$ cat config.mk
export PLATFORM = sky130hd
export DESIGN_NAME = bcd_seq_adder
export DESIGN_NICKNAME = d
export VERILOG_FILES = /design/src/rtl/bcd_pkg.sv /design/src/rtl/bcd_digit_adder.sv /design/src/rtl/bcd_seq_adder.sv
export SDC_FILE = /design/constraint.sdc
export NUM_CORES = 1
export LEC_CHECK = 0
export CAP_MARGIN = 25
export CORE_UTILIZATION = 45
export CTS_BUF_LIST = sky130_fd_sc_hd__clkbuf_4 sky130_fd_sc_hd__clkbuf_8
export DETAILED_ROUTE_END_ITERATION = 12
export GPL_ROUTABILITY_DRIVEN = 0
export PLACE_DENSITY_LB_ADDON = 0.15
export SYNTH_ARGS = -nofsm -noshare
export SYNTH_HDL_FRONTEND = slang
export SYNTH_SLANG_ARGS = --single-unit
export TNS_END_PERCENT = 100
$ cat constraint.sdc
create_clock -name clk -period 6.2 [get_ports clk]
set_input_delay 1.55 -clock clk [delete_from_list [all_inputs] [get_ports clk]]
set_output_delay 1.55 -clock clk [all_outputs]
set_load 0.02 [all_outputs]
$ cat src/rtl/bcd_pkg.sv
// Shared types and constants for the digit-serial BCD adder/subtractor.
package bcd_pkg;

   typedef enum logic [1:0] {
      IDLE,
      RUN,
      DONE
   } bcd_state_t;

   localparam int BCD_DIGIT_W = 4;
   localparam int BCD_MAX     = 9;
   localparam int BCD_CORR    = 6;

   function automatic logic bcd_digit_bad(input logic [BCD_DIGIT_W-1:0] d);
      return d > BCD_DIGIT_W'(BCD_MAX);
   endfunction

endpackage

$ cat src/rtl/bcd_digit_adder.sv
// One decimal digit of addition with the >9 -> +6 correction; purely combinational.
module bcd_digit_adder
   import bcd_pkg::*;
(
   input  logic [BCD_DIGIT_W-1:0] a,
   input  logic [BCD_DIGIT_W-1:0] b,
   input  logic                   cin,
   output logic [BCD_DIGIT_W-1:0] digit,
   output logic                   cout
);

   logic [BCD_DIGIT_W:0] t;

   always_comb begin
      t = {1'b0, a} + {1'b0, b} + {{BCD_DIGIT_W{1'b0}}, cin};
      if (t > (BCD_DIGIT_W + 1)'(BCD_MAX)) begin
         // Four-bit wrap of t+6 is exactly the corrected digit.
         digit = t[BCD_DIGIT_W-1:0] + BCD_DIGIT_W'(BCD_CORR);
         cout  = 1'b1;
      end else begin
         digit = t[BCD_DIGIT_W-1:0];
         cout  = 1'b0;
      end
   end

endmodule

$ cat src/rtl/bcd_seq_adder.sv
// Digit-serial packed-BCD adder/subtractor, one digit per clock, LSD first,
// with valid/ready handshakes on input and output.
module bcd_seq_adder
   import bcd_pkg::*;
#(
   parameter int DIGITS = 4
) (
   input  logic                      clk,
   input  logic                      rst_n,
   input  logic                      in_valid,
   output logic                      in_ready,
   input  logic [4*DIGITS-1:0]       a,
   input  logic [4*DIGITS-1:0]       b,
   input  logic                      sub,
   output logic                      out_valid,
   input  logic                      out_ready,
   output logic [4*DIGITS-1:0]       sum,
   output logic                      cout,
   output logic                      err
);

   localparam int W     = BCD_DIGIT_W * DIGITS;
   localparam int IDX_W = (DIGITS > 1) ? $clog2(DIGITS) : 1;
   localparam logic [IDX_W-1:0] LAST_IDX = IDX_W'(DIGITS - 1);

   bcd_state_t       state_q, state_d;
   logic [W-1:0]     a_q, a_d;
   logic [W-1:0]     b_q, b_d;
   logic             sub_q, sub_d;
   logic             c_q, c_d;
   logic [IDX_W-1:0] idx_q, idx_d;
   logic [W-1:0]     sum_q, sum_d;
   logic             cout_q, cout_d;
   logic             err_q, err_d;
   logic             in_ready_q, in_ready_d;
   logic             out_valid_q, out_valid_d;

   logic [BCD_DIGIT_W-1:0] a_dig [DIGITS];
   logic [BCD_DIGIT_W-1:0] b_dig [DIGITS];
   logic [DIGITS-1:0]      in_bad;

   logic [BCD_DIGIT_W-1:0] cur_a, cur_bd, dig_out;
   logic                   dig_cout;

   genvar gi;
   generate
      for (gi = 0; gi < DIGITS; gi++) begin : g_dig
         assign a_dig[gi]  = a_q[gi*BCD_DIGIT_W +: BCD_DIGIT_W];
         assign b_dig[gi]  = b_q[gi*BCD_DIGIT_W +: BCD_DIGIT_W];
         assign in_bad[gi] = bcd_digit_bad(a[gi*BCD_DIGIT_W +: BCD_DIGIT_W])
                           | bcd_digit_bad(b[gi*BCD_DIGIT_W +: BCD_DIGIT_W]);
      end
   endgenerate

   // Subtraction is A + nines-complement(B) + 1; the +1 enters as the initial carry.
   assign cur_a  = a_dig[idx_q];
   assign cur_bd = sub_q ? (BCD_DIGIT_W'(BCD_MAX) - b_dig[idx_q]) : b_dig[idx_q];

   bcd_digit_adder u_digit (
      .a     (cur_a),
      .b     (cur_bd),
      .cin   (c_q),
      .digit (dig_out),
      .cout  (dig_cout)
   );

   always_comb begin
      state_d     = state_q;
      a_d         = a_q;
      b_d         = b_q;
      sub_d       = sub_q;
      c_d         = c_q;
      idx_d       = idx_q;
      sum_d       = sum_q;
      cout_d      = cout_q;
      err_d       = err_q;
      in_ready_d  = in_ready_q;
      out_valid_d = out_valid_q;

      case (state_q)
         IDLE: begin
            if (in_valid) begin
               a_d        = a;
               b_d        = b;
               sub_d      = sub;
               c_d        = sub;
               idx_d      = '0;
               err_d      = |in_bad;
               in_ready_d = 1'b0;
               state_d    = RUN;
            end
         end
         RUN: begin
            for (int i = 0; i < DIGITS; i++) begin
               if (idx_q == IDX_W'(i)) begin
                  sum_d[i*BCD_DIGIT_W +: BCD_DIGIT_W] = dig_out;
               end
            end
            c_d   = dig_cout;
            idx_d = idx_q + 1'b1;
            if (idx_q == LAST_IDX) begin
               cout_d      = dig_cout;
               idx_d       = '0;
               out_valid_d = 1'b1;
               state_d     = DONE;
            end
         end
         DONE: begin
            if (out_ready) begin
               out_valid_d = 1'b0;
               in_ready_d  = 1'b1;
               state_d     = IDLE;
            end
         end
         default: begin
            out_valid_d = 1'b0;
            in_ready_d  = 1'b1;
            state_d     = IDLE;
         end
      endcase
   end

   always_ff @(posedge clk or negedge rst_n) begin
      if (!rst_n) begin
         state_q     <= IDLE;
         a_q         <= '0;
         b_q         <= '0;
         sub_q       <= 1'b0;
         c_q         <= 1'b0;
         idx_q       <= '0;
         sum_q       <= '0;
         cout_q      <= 1'b0;
         err_q       <= 1'b0;
         in_ready_q  <= 1'b1;
         out_valid_q <= 1'b0;
      end else begin
         state_q     <= state_d;
         a_q         <= a_d;
         b_q         <= b_d;
         sub_q       <= sub_d;
         c_q         <= c_d;
         idx_q       <= idx_d;
         sum_q       <= sum_d;
         cout_q      <= cout_d;
         err_q       <= err_d;
         in_ready_q  <= in_ready_d;
         out_valid_q <= out_valid_d;
      end
   end

   assign in_ready  = in_ready_q;
   assign out_valid = out_valid_q;
   assign sum       = sum_q;
   assign cout      = cout_q;
   assign err       = err_q;

endmodule

# == Word-level counts from Yosys, hierarchy flattened ==
# Cells that the tools add are included.
# op_classes
add_sub_neg,5
magnitude_cmp,10
eq_ne,8
muxes,24
n_bitwise,7
n_reduce_logical,13
# ops
cell,count
greater-than comparator 4 bit (second input constant),8
2-to-1 mux 4 bit,6
binary-select mux 4 bit (select 2 bit),2
AND reduction 2 bit,6
2-to-1 mux 2 bit,5
AND reduction 3 bit,3
equality test 2 bit (second input constant),3
2-to-1 mux 1 bit,6
inequality test 2 bit (second input constant),3
case mux 1 bit (3 select lines),2
case mux 2 bit (3 select lines),1
adder 4 x 4 -> 5 bit,1
adder 5 x 1 -> 5 bit,1
greater-than comparator 5 x 4 -> 1 bit (second input constant),1
adder 4 x 3 -> 4 bit (second input constant),1
equality test 2 x 1 -> 1 bit (second input constant),2
logical NOT 2 bit,2
OR 1 bit,4
case mux 2 bit (2 select lines),1
OR reduction 4 bit,1
subtractor 4 bit (first input constant),1
>= comparator 3 bit (second input constant),1
NOT 2 -> 3 bit,1
adder 2 x 1 -> 2 bit (second input constant),1
3 further kinds,4
# word_totals
register_bits,58
word_cells,81

# == Logic depth before layout (Yosys ltp) ==
# depth
word_depth,11
mapped_depth,14

# == Modules after synthesis ==
# From an unflattened synthesis, not the netlist that was laid out.
# hier_totals
hier_cells,195
hier_area_um2,2815.2
# modules_own_cells
module,instances,cells_per_inst,area_per_inst_um2
bcd_seq_adder,1,173,2603.7
bcd_digit_adder,1,22,211.5

# == Worst setup path after synthesis ==
# OpenSTA, ideal clock, no wires.
# synth_path
kind,reg2reg
start,register idx_q[0]
end,register sum_q[10] (netlist: sum[10])
setup_time_ns,0.084
arrival_ns,3.531
t_required_ns,6.116
path_slack_ns,2.586
stages_incl_launch_ff,13
path_buffers,1
period_less_slack_ns,3.614
path_cell_list,dfrtp_1 > buf_2 > mux4_2 > xor2_1 > fa_1 > fa_1 > xnor2_1 > ha_1 > nand2_1 > a32o_2 > nor3_2 > mux2_4 > a41oi_2
# synth_between
elab_chain_len,10
# synth_rtl
item,line,rtl
"start, declared",bcd_seq_adder.sv:31,"logic [IDX_W-1:0] idx_q, idx_d;"
"start signal, assigned",bcd_seq_adder.sv:142,idx_q <= idx_d;
NOT 2 -> 3 bit (implied by the code),"bcd_seq_adder.sv:56, bcd_seq_adder.sv:57",
binary-select mux 4 bit (select 2 bit),bcd_seq_adder.sv:57,assign cur_bd = sub_q ? (BCD_DIGIT_W'(BCD_MAX) - b_dig[idx_q]) : b_dig[idx_q];
2-to-1 mux 4 bit (implied by the code) (2 in series),bcd_seq_adder.sv:57,
subtractor 4 bit,bcd_seq_adder.sv:57,
2-to-1 mux 4 bit,bcd_seq_adder.sv:57,
adder 4 x 4 -> 5 bit,bcd_digit_adder.sv:15,"t = {1'b0, a} + {1'b0, b} + {{BCD_DIGIT_W{1'b0}}, cin};"
adder 5 x 1 -> 5 bit,bcd_digit_adder.sv:15,
adder 4 x 3 -> 4 bit / greater-than comparator 5 x 4 -> 1 bit (equally long branches),"bcd_digit_adder.sv:18, bcd_digit_adder.sv:16",
2-to-1 mux 4 bit,bcd_digit_adder.sv:16,if (t > (BCD_DIGIT_W + 1)'(BCD_MAX)) begin
"end signal, assigned",bcd_seq_adder.sv:143,sum_q <= sum_d;
"end, declared",bcd_seq_adder.sv:32,"logic [W-1:0] sum_q, sum_d;"
# Parallel ways exist; a longest one is shown, timed or not. The select of a mux whose other input is x is not followed.
# A chain may end at the register's enable or synchronous reset.

# == Worst setup path after layout ==
# Ends and elaborated chain as after synthesis.

==> out/results.tsv <==
metric	value	unit
outcome	completed	
drt-wirelength-per-cell	15.4	um
insertion_delay	330	ps
die_h	81.1	um
tritoncts	built	
clkSlewWorstSetupHoldPaths	70	ps
syn_nets	263	
grt_antenna_before_repair	0	
async_flop_share	100	%
arrival	4230	ps
rsz0062_at_grt	no	
dpl.hpwl	4010	um
grt-busiest-layer	met2	
initial_utilization	47.0	%
path_class	flip-flop to flip-flop	
grt_overflow	0	
dr.pass1.iters	4	
synth_flop_cell	dfrtp_1	
netlist_instances	214	
hold_path_class	flip-flop to flip-flop	
met3_usage	5.84	%
cts_buffers	9	
fin_skew	6.63	ps
rrSetupSlack	2210	ps
fin_crit_sh	64.3	%
fin_util	61.9	%
layout.cells.most_common	dfrtp_1	
post_cts_resized	0	
worstPathMaxFanout	13	
root_buffer	clkbuf_8	
cts_buffer_depth	2	
post_cts_buffers	0	
dr_total_vias	1911	
tightest_slew	745	ps
num_rows	28	
whs	482	ps
r2r_end	sum[10]$_DFFE_PN0P_	
dieArea	0.00658	sq mm
ys_seq_area_share	51.6	%
final_cell_mix	dfrtp_1 (57), clkdlybuf4s50_1 (55), mux2_2 (34), nand2_1 (20), clkbuf_8 (11)	
hold_viol_final	0	
clock-sinks	58	
min_period	3990	ps
layout.nets	326	
grt_pass1_vias	1985	
yosysWarnings	0	
area_growth	31.7	%
hold_path_startpoint	sum[1]$_DFFE_PN0P_	
met2_usage	32.3	%
reg2reg_depth	11	
routed_wl	5510	um
fmax	251	MHz
synth_area	0.00282	sq mm
synth.avg_cell_area	13.2	sq um
maxSlewHeadroom	50.3	%
crit_required	6450	ps
boundaryPins	57	
synth_edf_count	0	
setup_ws	2210	ps
fin_tns_setup	0	ps
use_met1	25.3	%
first_iter_violations	68	
via_per_inst	5.35	
grt_pass1_wl	9560	um
drive_gt1_share	27.3	%
synth_seq_cells	58	
end_kind	flip-flop	
io_buffers	56	
rr_startpoint	idx_q[0]$_DFFE_PN0P_	
grt_usage	19.8	%
ant_nets	0	
drv_slew	0	
critPathLaunchType	flip-flop	
route.detailed.drc	0	
finalSetupViolCount	0	
h-tree-depth	3	
maxCapViolCount	0	
hold_end	sum[1]$_DFFE_PN0P_	
coreArea	0.00599	sq mm
die_w	81.1	um
cp-startpoint	idx_q[0]$_DFFE_PN0P_	
grt_max_degree	59	
hold-path-cell-count	2	
hold_buffers	0	
pre_cts_ws	2190	ps
diodes	0	
synth_cell_types	37	
-- worst max-delay path by stage --
stage / end / cells after the start
global placement: sum[14]$_DFFE_PN0P_ / 11
global route: sum[11]$_DFFE_PN0P_ / 11
detailed placement: sum[10]$_DFFE_PN0P_ / 11
CTS: sum[10]$_DFFE_PN0P_ / 11
finish: sum[10]$_DFFE_PN0P_ / 11
floorplan: sum[10]$_DFFE_PN0P_ / 12
-- cell type report --
type,instances,area (sq um)
multi-input combinational,143,1310
clock buffer,11,151
tap,75,93.8
fill,495,2280
clock inverter,5,100
inverter,6,22.5
sequential,58,1450
timing repair buffer,59,578
-- sequential cells by signal, summed over array words and instances, names as in the netlist --
signal     flops
cout           1
err            1
idx_q          2
state_q        2
sub_q          1
b_q           16
sum           16
a_q           16
c_q            1
out_valid      1
in_ready       1
-- critical path, cell delays in order (launching register included) --
cell,delay (ps)
dfrtp_1,750
mux4_2,590
xor2_1,160
fa_1,410
fa_1,420
xnor2_1,330
ha_1,210
nand2_1,50
a32o_2,270
nor3_2,150
mux2_4,360
a41oi_2,180
-- layer usage --
layer	wire, um	part of all wire (%)
met4	55	1.0
met1	2510	45
met5	0	0
met2	2740	50
met3	201	3.7
-- Yosys cell counts (all sizes together) (2+ instances only) --
| cell | number | area, sq um |
|---|---|---|
| nor3 | 2 | 15.0 |
| clkbuf | 3 | 11.3 |
| a22o | 2 | 17.5 |
| inv | 6 | 22.5 |
| o21ai | 18 | 90.1 |
| a21oi | 11 | 62.6 |
| fa | 2 | 40.0 |
| mux2 | 39 | 443 |
| dfrtp | 57 | 1430 |
| nand4 | 2 | 12.5 |
| ha | 10 | 125 |
| xnor2 | 3 | 26.3 |
| buf | 4 | 20.0 |
| nand2 | 20 | 75.1 |
| a41oi | 4 | 65.1 |
| nand2b | 4 | 27.5 |
| mux4 | 8 | 180 |
| nor2 | 7 | 28.8 |
-- metrics by stage --
step	std cells	area (sq um)
after global placement	341	3460
after detailed placement	341	3460
after CTS	357	3710
after global routing	357	3710
after floorplan	214	2820
final	357	3710
-- kinds of logic after synthesis --
family	count (synthesis)	synth area share, %
AND/OR/NAND/NOR	39	6.49
buffers and inverters	13	1.91
XOR/XNOR	4	1.24
multiplexers	47	22.1
flip-flops	58	51.6
adder cells (fa/ha/maj)	12	5.86
AO/OA/AOI/OAI	41	10.8
Power is not shown: default switching activity piles up to over one toggle a cycle in this logic, so the estimate is an artifact.
